`src/rtl/game_sequencer_pkg.sv`:
```
// game_pkg: shared encodings and defaults for the game sequencer.
//   game_state_t : top-level game mode (IDLE / PLAY / OVER), exported as game_state
//   pass_state_t : per-frame update pass (SEQ_IDLE -> PHYS -> OBST -> COLL)
//   STG_*        : bit positions of each subsystem in stage_start / stage_done
package game_pkg;

    typedef enum logic [1:0] {
        GS_IDLE = 2'd0,
        GS_PLAY = 2'd1,
        GS_OVER = 2'd2
    } game_state_t;

    typedef enum logic [1:0] {
        SEQ_IDLE = 2'd0,
        PHYS     = 2'd1,
        OBST     = 2'd2,
        COLL     = 2'd3
    } pass_state_t;

    localparam int NUM_STAGES = 3;
    localparam int STG_PHYS   = 0;
    localparam int STG_OBST   = 1;
    localparam int STG_COLL   = 2;

    localparam int DEF_TIMEOUT_CYCLES = 1023;
    localparam int DEF_RESTART_FRAMES = 60;

    // Stage bit owned by a pass state; SEQ_IDLE maps to 0 but is never used.
    function automatic logic [1:0] stage_idx(input pass_state_t s);
        case (s)
            OBST:    return 2'(STG_OBST);
            COLL:    return 2'(STG_COLL);
            default: return 2'(STG_PHYS);
        endcase
    endfunction

endpackage

```
`src/rtl/game_sequencer_if.sv`:
```
// Stage handshake bundle between the sequencer and the game update blocks.
//   stage_start : one-hot single-cycle start per stage (sequencer -> datapath)
//   stage_done  : per-stage done (datapath -> sequencer)
//   collision   : collision result, valid while stage_done[STG_COLL] is high
interface game_sequencer_if;
    import game_pkg::*;

    logic [NUM_STAGES-1:0] stage_start;
    logic [NUM_STAGES-1:0] stage_done;
    logic                  collision;

    modport master (output stage_start, input stage_done, input collision);
    modport slave  (input stage_start, output stage_done, output collision);
endinterface

```
`src/rtl/game_sequencer_rise_detect.sv`:
```
// rise_detect: registered rising-edge detector.
//   clock, reset (async active-low), din (synchronous level)
//   rise : high in the cycle din is high and was low the cycle before
module rise_detect (
    input  logic clock,
    input  logic reset,
    input  logic din,
    output logic rise
);
    logic din_q;

    always_ff @(posedge clock or negedge reset) begin
        if (!reset) din_q <= 1'b0;
        else        din_q <= din;
    end

    assign rise = din & ~din_q;
endmodule

```
`src/rtl/game_sequencer.sv`:
```
// game_sequencer: per-frame controller. Each v_sync rising edge in PLAY runs
// one ordered pass physics -> obstacles -> collision over the stage handshake.
// Owns the game mode, the restart pulse and the sticky overrun flag.
//   clock, reset (async active-low)
//   v_sync, button : synchronous levels, rising edges are the events
//   stg            : stage_start / stage_done / collision handshake
//   restart        : single-cycle datapath reinitialise pulse
//   game_state     : 0 IDLE, 1 PLAY, 2 OVER
//   frame_count    : ticks seen in PLAY, wraps
//   overrun        : sticky; stage timeout or tick while a pass is busy
module game_sequencer
    import game_pkg::*;
#(
    parameter int TIMEOUT_CYCLES = DEF_TIMEOUT_CYCLES,
    parameter int RESTART_FRAMES = DEF_RESTART_FRAMES,
    parameter int FRAME_W        = 16
) (
    input  logic                   clock,
    input  logic                   reset,
    input  logic                   v_sync,
    input  logic                   button,
    game_sequencer_if.master       stg,
    output logic                   restart,
    output logic [1:0]             game_state,
    output logic [FRAME_W-1:0]     frame_count,
    output logic                   overrun
);
    localparam int TMO_W = $clog2(TIMEOUT_CYCLES + 1);
    localparam int OVR_W = $clog2(RESTART_FRAMES + 1);
    localparam logic [TMO_W-1:0] TMO_LAST = TMO_W'(TIMEOUT_CYCLES - 1);
    localparam logic [OVR_W-1:0] OVR_SAT  = OVR_W'(RESTART_FRAMES);

    logic tick, press;

    rise_detect u_vs_rise (.clock(clock), .reset(reset), .din(v_sync), .rise(tick));
    rise_detect u_bt_rise (.clock(clock), .reset(reset), .din(button), .rise(press));

    pass_state_t           pass_q;
    game_state_t           game_q;
    logic [NUM_STAGES-1:0] start_q;
    logic                  restart_q;
    logic [FRAME_W-1:0]    frame_q;
    logic                  overrun_q;
    logic [TMO_W-1:0]      tmo_q;
    logic [OVR_W-1:0]      over_q;

    logic [1:0] cur_idx;
    logic       cur_done;

    // start_q is high exactly in the first cycle of a stage, so a done seen
    // alongside it is the one to ignore. Other stages' done bits never reach here.
    always_comb begin
        cur_idx  = stage_idx(pass_q);
        cur_done = stg.stage_done[cur_idx] & ~start_q[cur_idx];
    end

    always_ff @(posedge clock or negedge reset) begin
        if (!reset) begin
            pass_q    <= SEQ_IDLE;
            game_q    <= GS_IDLE;
            start_q   <= '0;
            restart_q <= 1'b0;
            frame_q   <= '0;
            overrun_q <= 1'b0;
            tmo_q     <= '0;
            over_q    <= '0;
        end else begin
            start_q   <= '0;
            restart_q <= 1'b0;

            // Pass sequencer
            case (pass_q)
                SEQ_IDLE: begin
                    if (game_q == GS_PLAY && tick) begin
                        pass_q            <= PHYS;
                        start_q[STG_PHYS] <= 1'b1;
                        tmo_q             <= '0;
                    end
                end
                default: begin
                    if (cur_done) begin
                        tmo_q <= '0;
                        case (pass_q)
                            PHYS: begin
                                pass_q            <= OBST;
                                start_q[STG_OBST] <= 1'b1;
                            end
                            OBST: begin
                                pass_q            <= COLL;
                                start_q[STG_COLL] <= 1'b1;
                            end
                            default: begin
                                // collision is sampled only at acceptance
                                pass_q <= SEQ_IDLE;
                                if (stg.collision) game_q <= GS_OVER;
                            end
                        endcase
                    end else if (tmo_q == TMO_LAST) begin
                        // abandon the rest of this frame; game mode untouched
                        pass_q    <= SEQ_IDLE;
                        overrun_q <= 1'b1;
                    end else begin
                        tmo_q <= tmo_q + 1'b1;
                    end
                end
            endcase

            // Game mode. Passes only exist in PLAY, so restart never races them.
            case (game_q)
                GS_IDLE: begin
                    if (press) begin
                        restart_q <= 1'b1;
                        game_q    <= GS_PLAY;
                        frame_q   <= '0;
                        overrun_q <= 1'b0;
                        over_q    <= '0;
                        tmo_q     <= '0;
                    end
                end
                GS_PLAY: begin
                    if (tick) begin
                        frame_q <= frame_q + 1'b1;
                        // includes the cycle a pass completes: still busy
                        if (pass_q != SEQ_IDLE) overrun_q <= 1'b1;
                    end
                end
                GS_OVER: begin
                    if (tick && over_q != OVR_SAT) over_q <= over_q + 1'b1;
                    if (press && over_q == OVR_SAT) begin
                        restart_q <= 1'b1;
                        game_q    <= GS_PLAY;
                        frame_q   <= '0;
                        overrun_q <= 1'b0;
                        over_q    <= '0;
                        tmo_q     <= '0;
                    end
                end
                default: game_q <= GS_IDLE;
            endcase
        end
    end

    assign stg.stage_start = start_q;
    assign restart         = restart_q;
    assign game_state      = game_q;
    assign frame_count     = frame_q;
    assign overrun         = overrun_q;
endmodule

```
`src/flat_wrapper.sv`:
```
// flat-port wrapper written by rule: the top's interface ports become plain ports
module game_sequencer_flat import game_pkg::*;
#(
    parameter int TIMEOUT_CYCLES = DEF_TIMEOUT_CYCLES,
    parameter int RESTART_FRAMES = DEF_RESTART_FRAMES,
    parameter int FRAME_W        = 16
)
  (clock, reset, v_sync, button, restart, game_state, frame_count, overrun, stg_stage_start, stg_stage_done, stg_collision);
  game_sequencer_if stg_i ();
  input  logic clock;
  input  logic reset;
  input  logic v_sync;
  input  logic button;
  output logic restart;
  output logic [1:0] game_state;
  output logic [FRAME_W-1:0] frame_count;
  output logic overrun;
  output wire logic [$bits(stg_i.stage_start)-1:0] stg_stage_start;
  input wire logic [$bits(stg_i.stage_done)-1:0] stg_stage_done;
  input wire logic [$bits(stg_i.collision)-1:0] stg_collision;
  assign stg_stage_start = stg_i.stage_start;
  assign stg_i.stage_done = stg_stage_done;
  assign stg_i.collision = stg_collision;
  game_sequencer #(.TIMEOUT_CYCLES(TIMEOUT_CYCLES), .RESTART_FRAMES(RESTART_FRAMES), .FRAME_W(FRAME_W)) u_core (.clock(clock), .reset(reset), .v_sync(v_sync), .button(button), .stg(stg_i), .restart(restart), .game_state(game_state), .frame_count(frame_count), .overrun(overrun));
endmodule
```
`config.mk`:
```
export PLATFORM = sky130hd
export DESIGN_NAME = game_sequencer_flat
export DESIGN_NICKNAME = d
export VERILOG_FILES = /design/src/rtl/game_sequencer_pkg.sv /design/src/rtl/game_sequencer_if.sv /design/src/rtl/game_sequencer_rise_detect.sv /design/src/rtl/game_sequencer.sv /design/src/flat_wrapper.sv
export SDC_FILE = /design/constraint.sdc
export NUM_CORES = 1
export LEC_CHECK = 0
export BUFFER_PORTS_ARGS = -buffer_cell sky130_fd_sc_hd__buf_4
export CAP_MARGIN = 0
export CORE_MARGIN = 3
export CORE_UTILIZATION = 58
export DETAILED_ROUTE_END_ITERATION = 8
export PLACE_DENSITY_LB_ADDON = 0.3
export SYNTH_ARGS = -nofsm -noshare
export SYNTH_HDL_FRONTEND = slang
export SYNTH_SLANG_ARGS = --single-unit
```
`constraint.sdc`:
```
create_clock -name clock -period 2.1 [get_ports clock]
set_input_delay 0 -clock clock [delete_from_list [all_inputs] [get_ports clock]]
set_output_delay 0 -clock clock [all_outputs]
set_load 0.01 [all_outputs]
```
---- Yosys cells after proc, flatten, opt, wreduce, memory -nomap -nowiden ----
Cells that the tools add are included.
storage, ports and cells
  register bits after elaboration ......... 43
  latch bits .............................. 0
  RAM bits ................................ 0
  ROM bits ................................ 0
  bits of input ports ..................... 8
  word-level logic and storage cells ...... 95
  memories kept ........................... 0
cells by class
  $add $sub $neg .......................... 3
  $mul .................................... 0
  div/mod/pow operators ................... 0
  $lt $le $gt $ge ......................... 1
  equality and inequality tests ........... 13
  shift-type cells ........................ 0
  multiplexer cells ....................... 49
  bitwise operators ....................... 6
  reduce and logical (&&, ||, !) cells .... 13
operators with widths
  cell                                                             number
  10-bit 2-to-1 mux                                                6
  16-bit 2-to-1 mux                                                3
  16-bit one-hot mux with 3 select lines                           1
  2-bit 2-to-1 mux                                                 12
  10-bit one-hot mux with 2 select lines                           1
  6-bit 2-to-1 mux                                                 3
  16-bit by 1-bit adder with 16-bit output, second input constant  1
  1-bit 2-to-1 mux                                                 15
  6-bit one-hot mux with 2 select lines                            1
  10-bit by 1-bit adder with 10-bit output, second input constant  1
  10-bit == test, second input constant                            1
  2-bit by 1-bit != test with 1-bit output, second input constant  4
  2-bit one-hot mux with 2 select lines                            2
  6-bit by 1-bit adder with 6-bit output, second input constant    1
  2-bit == test, second input constant                             3
  6-bit == test, second input constant                             1
  6-bit != test, second input constant                             1
  2-bit one-hot mux with 3 select lines                            1
  3-bit nonzero test                                               2
  1-bit binary-select mux with 2-bit select                        2
  2-bit by 1-bit == test with 1-bit output, second input constant  2
  2-bit zero test                                                  2
  4-bit AND reduction                                              1
  2-bit nonzero test                                               2
  other kinds (10)                                                 16

---- Logic depth before layout (Yosys ltp) ----
Gate-level depths: netlist of run 1.
  depth in word-level cells ............... 11
  mapped depth ............................ 8

---- By module ----
From an unflattened synthesis of run 1, not the netlist that was laid out.
second synthesis, totals
  cells, all modules ...................... 232
  area total of the unflattened synthesis .. 2293.4 µm²
by module, submodules not included
  module          times used  cells an instance  area an instance (µm²)
  game_sequencer  1           228                2215.9
  rise_detect     2           2                  38.8

---- Least setup slack after synthesis of run 1 ----
OpenSTA, ideal clock, no wires.
  kind .................................... register -> register
  from .................................... register u_core.pass_q[0]
  to ...................................... register u_core.game_q[1] (netlist: u_core.game_state[1])
  library setup time ...................... 77 ps
  arrival time ............................ 1664 ps
  data required time ...................... 2023 ps
  slack ................................... 359 ps
  stages on the path, launching flop included .. 8
  path buffers ............................ 0
  path through ............................ dfrtp_1 inv_1 ha_1 nor2_1 a22oi_2 nand2_2 or4_1 a21oi_1
on the way
  cells in the longest elaborated chain, start to end .. 10
  elaborated cells on any way between the ends .. 18
  classes of those cells .................. eq/ne (3); mux (11); bitwise (2); reduce/logical (2)
ends and longest elaborated chain
  item                                       RTL line                                        RTL
  start, declared                            game_sequencer.sv:38                            pass_state_t pass_q;
  start signal, assigned                     game_sequencer.sv:59                            pass_q <= SEQ_IDLE;
  start signal, assigned                     game_sequencer.sv:75                            pass_q <= PHYS;
  start signal, assigned                     game_sequencer.sv:85                            pass_q <= OBST;
  2-bit == test (on tied branches)           game_sequencer_pkg.sv:30, game_sequencer.sv:83
  2-bit one-hot mux with 2 select lines      game_sequencer_pkg.sv:30                        case (s)
  1-bit binary-select mux with 2-bit select  game_sequencer.sv:54                            cur_done = stg.stage_done[cur_idx] & ~start_q[cur_idx];
  1-bit 2-to-1 mux (not written as such)     game_sequencer.sv:54
  1-bit inverter                             game_sequencer.sv:54
  1-bit AND                                  game_sequencer.sv:54
  2-bit 2-to-1 mux                           game_sequencer.sv:81                            if (cur_done) begin
  2-bit 2-to-1 mux (*)                       game_sequencer.sv:72                            case (pass_q)
  2-bit 2-to-1 mux (on tied branches)        game_sequencer.sv:129, game_sequencer.sv:111
  2-bit one-hot mux with 3 select lines (*)  game_sequencer.sv:109                           case (game_q)
  end signal, assigned                       game_sequencer.sv:113                           game_q <= GS_PLAY;
  end signal, assigned                       game_sequencer.sv:131                           game_q <= GS_PLAY;
  end signal, assigned                       game_sequencer.sv:138                           default: game_q <= GS_IDLE;
  end, declared                              game_sequencer.sv:39                            game_state_t game_q;
Every way passes the cells marked *; elsewhere a longest branch is shown, timed or not. The select of a mux whose other input is x is not followed.
A chain may end at the register's enable or synchronous reset.

---- Worst setup path after layout of run 1 ----
Same ends and word-level chain as after synthesis.

==> results of run 1 <==
layout by cell type (no fill, tap or decap), drive strengths merged, types with 6 or more instances in the layout:
cell,count
xnor2,9
nor2,24
and2,7
nand2b,8
mux2i,6
nor3,10
a21oi,17
dfrtp,43
nand2,19
nand3,8
o21ai,10
inv,12
nand4,9
ha,10
buf,39
stage by stage:
step                hold slack [ns]  power, mW  std cells  worst slack, ns
floorplan                    -0.296       2.05        255            0.359
global placement             0.0220       2.41        333            0.219
detailed placement           0.0266       2.46        333           0.0783
CTS                           0.109       3.24        344           0.0472
global route                  0.124       3.48        346           0.0209
finish                        0.110       3.27        346            0.131
worst max-delay path, stage by stage (launching register included):
cell     delay [ns]
dfrtp_1        0.41
inv_1          0.13
ha_1           0.26
nor2_1         0.08
a22oi_2        0.27
nand2_2        0.16
or4_1          0.43
a21oi_1        0.16
path summary, 6_finish.rpt:
kind / cells past startpoint / end / slack (ns) / from
worst max-delay path: 7 / u_core.game_state[1] / 0.13 / u_core.pass_q[0]
worst max register to register: 7 / u_core.game_state[1] / 0.13 / u_core.pass_q[0]
max in group asynchronous: 2 / u_core.u_bt_rise.din_q / 1.49 / reset
worst min-delay path: 4 / u_core.game_state[1] / 0.11 / stg_collision
worst min register to register: 2 / u_core.overrun / 0.50 / u_core.overrun
min in group asynchronous: 2 / u_core.tmo_q[1] / 0.23 / reset
flip-flops by register name (all words and copies together), names as in the netlist:
name                    cells
u_core.u_bt_rise.din_q      1
u_core.frame_count         16
u_core.restart              1
u_core.over_q               6
u_core.tmo_q               10
u_core.u_vs_rise.din_q      1
u_core.game_state           2
u_core.stg.stage_start      3
u_core.pass_q               2
u_core.overrun              1
what timing repair did:
item,4_1_cts,5_1_grt
buffers inserted,0,2
setup endpoints to repair,0,4
hold buffers,3,0
hold endpoints to repair,45,0
gates resized for setup,0,1
layer usage:
layer,share of wire (%),up-vias,wire (um)
met3,4.4,7,232
li1,-,1006,-
met5,0,-,0
met2,50,45,2660
met4,1.3,0,70
met1,44,980,2330
area by class of cell:
class	count	area [um^2]
Clock buffer	5	68.8
Fill cell	297	1080
Inverter	12	45.0
Tap cell	50	62.6
Timing Repair Buffer	42	323
Clock inverter	3	67.6
Sequential cell	43	1080
Multi-Input combinational cell	191	1400
cells by family after synthesis:
logic type	count (synthesis)	synth area share, %
multiplexers	6	2.83
XOR/XNOR	13	4.45
AO/OA/AOI/OAI	51	14.5
adder cells (fa/ha/maj)	10	4.89
flip-flops	43	42.0
AND/OR/NAND/NOR	111	27.6
buffers and inverters	21	3.81
power groups by stage:
stage	Combinational, mW	Clock [mW]	Sequential [mW]
after floorplan	0.912	0	1.14
after CTS	1.31	0.781	1.14
after global placement	1.26	0	1.15
final	1.35	0.777	1.14
after global routing	1.49	0.823	1.17
after detailed placement	1.30	0	1.16
==> flow_summary.ini, run 1 <==
[outcome]
status = finished, final reports clean

[pwr]
seqPwrFrac_pct = 35.0
p_clk_share_pct = 23.8
leakagePower_nw = 1.33
vdd_drop_max_mv = 0.614
combPwrFrac_pct = 41.3
p_int_mw = 2.02
p_sw_mw = 1.25
power_density_nw_per_um2 = 1080
swShare_pct = 38.2

[grt]
grt-ovfl-total = 0
antenna_found_initial = 0
grtUsageMet3_pct = 3.74
grt_max_degree = 44
grt_usage_pct = 21.6
first_global_vias = 1935
grt_use_met1_pct = 29.5
grt_use_met2_pct = 35.3
grt_pass1_wl_um = 9010
grt.busiest_layer = met2

[clocking]
clock_latency_ns = 0.30
cts_sinks = 43
clk_pin_slew_worst_paths_ns = 0.09
htreeDepth = 2
cts_tree = yes
root_buffer = clkbuf_8
cts_buffers = 5
cts_buffer_depth = 2

[place]
placed_cell_area_um2 = 2850
hpwl_um = 3780
gp_congestion = 0.830
portBuffers = 30

[synth]
syn_nets = 273
synth_most_common_cell = dfrtp_1
ys_types = 59
yosysSeqAreaShare_pct = 42.0
yosysTopAreaCell = dfrtp_1
ys_ff_latch = 43
synth.area.top_cells = dfrtp_1 (42%), ha_1 (4.9%), a21oi_1 (3.1%)
async_reset_ff_share_pct = 100
netlist_area_um2 = 2560
syn_inst = 255
synth_common_cells = dfrtp_1 (43), nor2_1 (21), nand2_1 (18)
synth_top_flop_cell = dfrtp_1
synth_warnings = 0
synth_edf_count = 0
avgSynthCellArea_um2 = 10.0
synth_top_area_share_pct = 42.0

[drt]
avgRoutedWirePerCell_um = 15.3
vias = 2038
postRouteAntennaNets = 0
viasPerCell = 5.89
drt_iter0_drc = 128
wirelength_um = 5290
drc = 0
dr.pass1.iters = 4

[layout]
utilization_pct = 73.8
fin_nets = 313
syn_to_final_growth_pct = 18.6
diodes = 0
final_cell_area_um2 = 3040
drive_above_1_share_pct = 25.3

[timing]
drv_slew = 0
hold_viol = 0
setup_tns_ns = 0
skew_ns = 0.00756
slew_headroom_pct = 63.0
max_freq_ghz = 0.508
post-route-min-period_ns = 1.97
fin_crit_sh_pct = 93.8
tightest_slew_ns = 0.555
rsz0062_at_grt = no
setup_violations = 0

[setup_path]
crit_path_end_kind = flip-flop
path_max_fanout = 6
path_class = reg -> reg
arrival_ns = 2.20
worstPathRequired_ns = 2.33
worstSetupStartpointType = flip-flop

[min_path]
hp-class = in -> reg

[floorplan]
core_area_um2 = 4120
pin_count = 31
die_area_um2 = 5250
start_util_pct = 62.2
rows = 23
fp.dieW_um = 72.5
die_h_um = 72.5

[job]
cap_violations = 0
(Power assumes the default switching activity.)
==> run 2, diff against run 1 <==
--- a/config.mk
+++ b/config.mk
@@ -7,6 +7,7 @@
 export LEC_CHECK = 0
 export BUFFER_PORTS_ARGS = -buffer_cell sky130_fd_sc_hd__buf_4
 export CAP_MARGIN = 0
+export CORE_ASPECT_RATIO = 0.6
 export CORE_MARGIN = 3
 export CORE_UTILIZATION = 58
 export DETAILED_ROUTE_END_ITERATION = 8
==> run 2 against run 1 <==
Sequential cell count unchanged. Utilization decreased by 1.3 points. Combinational power up 3%. Global-route usage shrank 0.16 points. First-iteration DRC count rose by 13%. Clock power down 12%. Largest cell class unchanged.
==> flow_summary.ini, run 2 (synthesized netlist as in run 1, its figures left out) <==
[grt]
grt_usage_pct = 21.5
grt_max_degree = 44
grt_pass1_wl_um = 8920
first_global_vias = 1783
grt-ovfl-total = 0
antenna_found_initial = 0

[pwr]
combPwrFrac_pct = 43.3
p_int_mw = 1.94
swShare_pct = 39.2
power_density_nw_per_um2 = 1050
vdd_drop_max_mv = 0.645
leakagePower_nw = 1.33
seqPwrFrac_pct = 35.4
p_clk_share_pct = 21.3
p_sw_mw = 1.25
total_power_mw = 3.20

[setup_path]
arrival_ns = 2.08
worstPathRequired_ns = 2.30
crit_path_end_kind = flip-flop
path_max_fanout = 11
rrSetupSlack_ns = 0.22
path_class = reg -> reg
rr_worst_depth = 8
worstSetupStartpointType = flip-flop

[clocking]
cts_buffers = 5
cts_sinks = 43
clock_latency_ns = 0.30
htreeDepth = 2
cts_tree = yes
clk_pin_slew_worst_paths_ns = 0.08
root_buffer = clkbuf_8
post_cts_resized = 0
cts_buffer_depth = 2

[floorplan]
start_util_pct = 61.1
die_h_um = 57.5
rows = 18
core_area_um2 = 4190
fp.dieW_um = 91.8
die_area_um2 = 5280
pin_count = 31

[layout]
final_cell_area_um2 = 3040
layout_commonest_cell = dfrtp_1
largest_register_ffs = 16
utilization_pct = 72.6
stdcell_count = 358
final_cell_mix = dfrtp_1 (43), buf_4 (41), nor2_1 (21)
drive_above_1_share_pct = 25.8
syn_to_final_growth_pct = 18.7
fin_nets = 315
diodes = 0

[timing]
setup_violations = 0
drv_slew = 0
rsz0062_at_grt = no
fin_ws_ns = 0.218
tightest_slew_ns = 0.533
setup_tns_ns = 0
fin_crit_sh_pct = 89.6
skew_ns = 0.00522
post-route-min-period_ns = 1.88
hold_viol = 0
whs_ns = 0.0923
slew_headroom_pct = 64.5
max_freq_ghz = 0.531

[drt]
dr.pass1.iters = 4
viasPerCell = 5.76
wirelength_um = 5380
drc = 0
postRouteAntennaNets = 0
avgRoutedWirePerCell_um = 15.0
drt_iter0_drc = 144
vias = 2061

[place]
portBuffers = 30
hpwl_um = 3850
gp_congestion = 0.844
placed_cells = 345
placed_cell_area_um2 = 2880
dp_slack_ns = 0.150

[job]
cap_violations = 0

[min_path]
hp-class = in -> reg
holdPathStages = 4

[outcome]
status = finished, final reports clean
[run 2: changes by cell type in the layout (fill, tap and decap cells not counted), sizes merged]
cell      previous run  this run
buf                 39        41
clkbuf               5         6
bufinv               2         1
clkinv               0         1
clkinvlp             1         0
[run 2: cell type report]
class | instances | area (um^2)
flip-flops and latches | 43 | 1080
clock inverters | 2 | 35.0
repair buffers | 44 | 338
inverters | 12 | 45.0
fillers | 294 | 1150
clock buffers | 6 | 82.6
well taps | 60 | 75.1
multi-input cells | 191 | 1390
[run 2: power by group through the flow]
stage | Combinational (mW) | Clock, mW | Sequential (mW)
2_1_floorplan | 0.912 | 0 | 1.14
5_1_grt | 1.54 | 0.728 | 1.16
3_5_place_dp | 1.34 | 0 | 1.14
3_3_place_gp | 1.31 | 0 | 1.14
4_1_cts | 1.35 | 0.691 | 1.13
6_report | 1.39 | 0.681 | 1.13
[run 2: per-layer routing]
layer	track usage, %	vias up	wire [um]
li1	-	1004	-
met1	32.6	991	2670
met2	30.5	58	2310
met3	4.35	8	320
met4	7.61	0	76
met5	0	-	0
[run 2: final timing paths]
check                                         end              from
max in group asynchronous        u_core.over_q[2]             reset
min                          u_core.game_state[1]     stg_collision
max                        u_core.frame_count[14]  u_core.over_q[0]
max reg2reg                u_core.frame_count[14]  u_core.over_q[0]
min in group asynchronous         u_core.tmo_q[6]             reset
min reg2reg                        u_core.overrun    u_core.overrun
[run 2: worst max-delay path, cell delays in order (launching register included)]
cell	delay (ns)
dfrtp_1	0.42
inv_1	0.13
ha_1	0.16
nand2_1	0.10
o21a_4	0.24
buf_4	0.20
nor4_4	0.31
xnor2_1	0.18
nor2_2	0.04
[run 2: what timing repair did]
item | 4_1_cts | 5_1_grt
buffers inserted | 0 | 2
hold buffers | 3 | 0
endpoints found under the setup margin | 0 | 1
endpoints found under the hold margin | 45 | 0
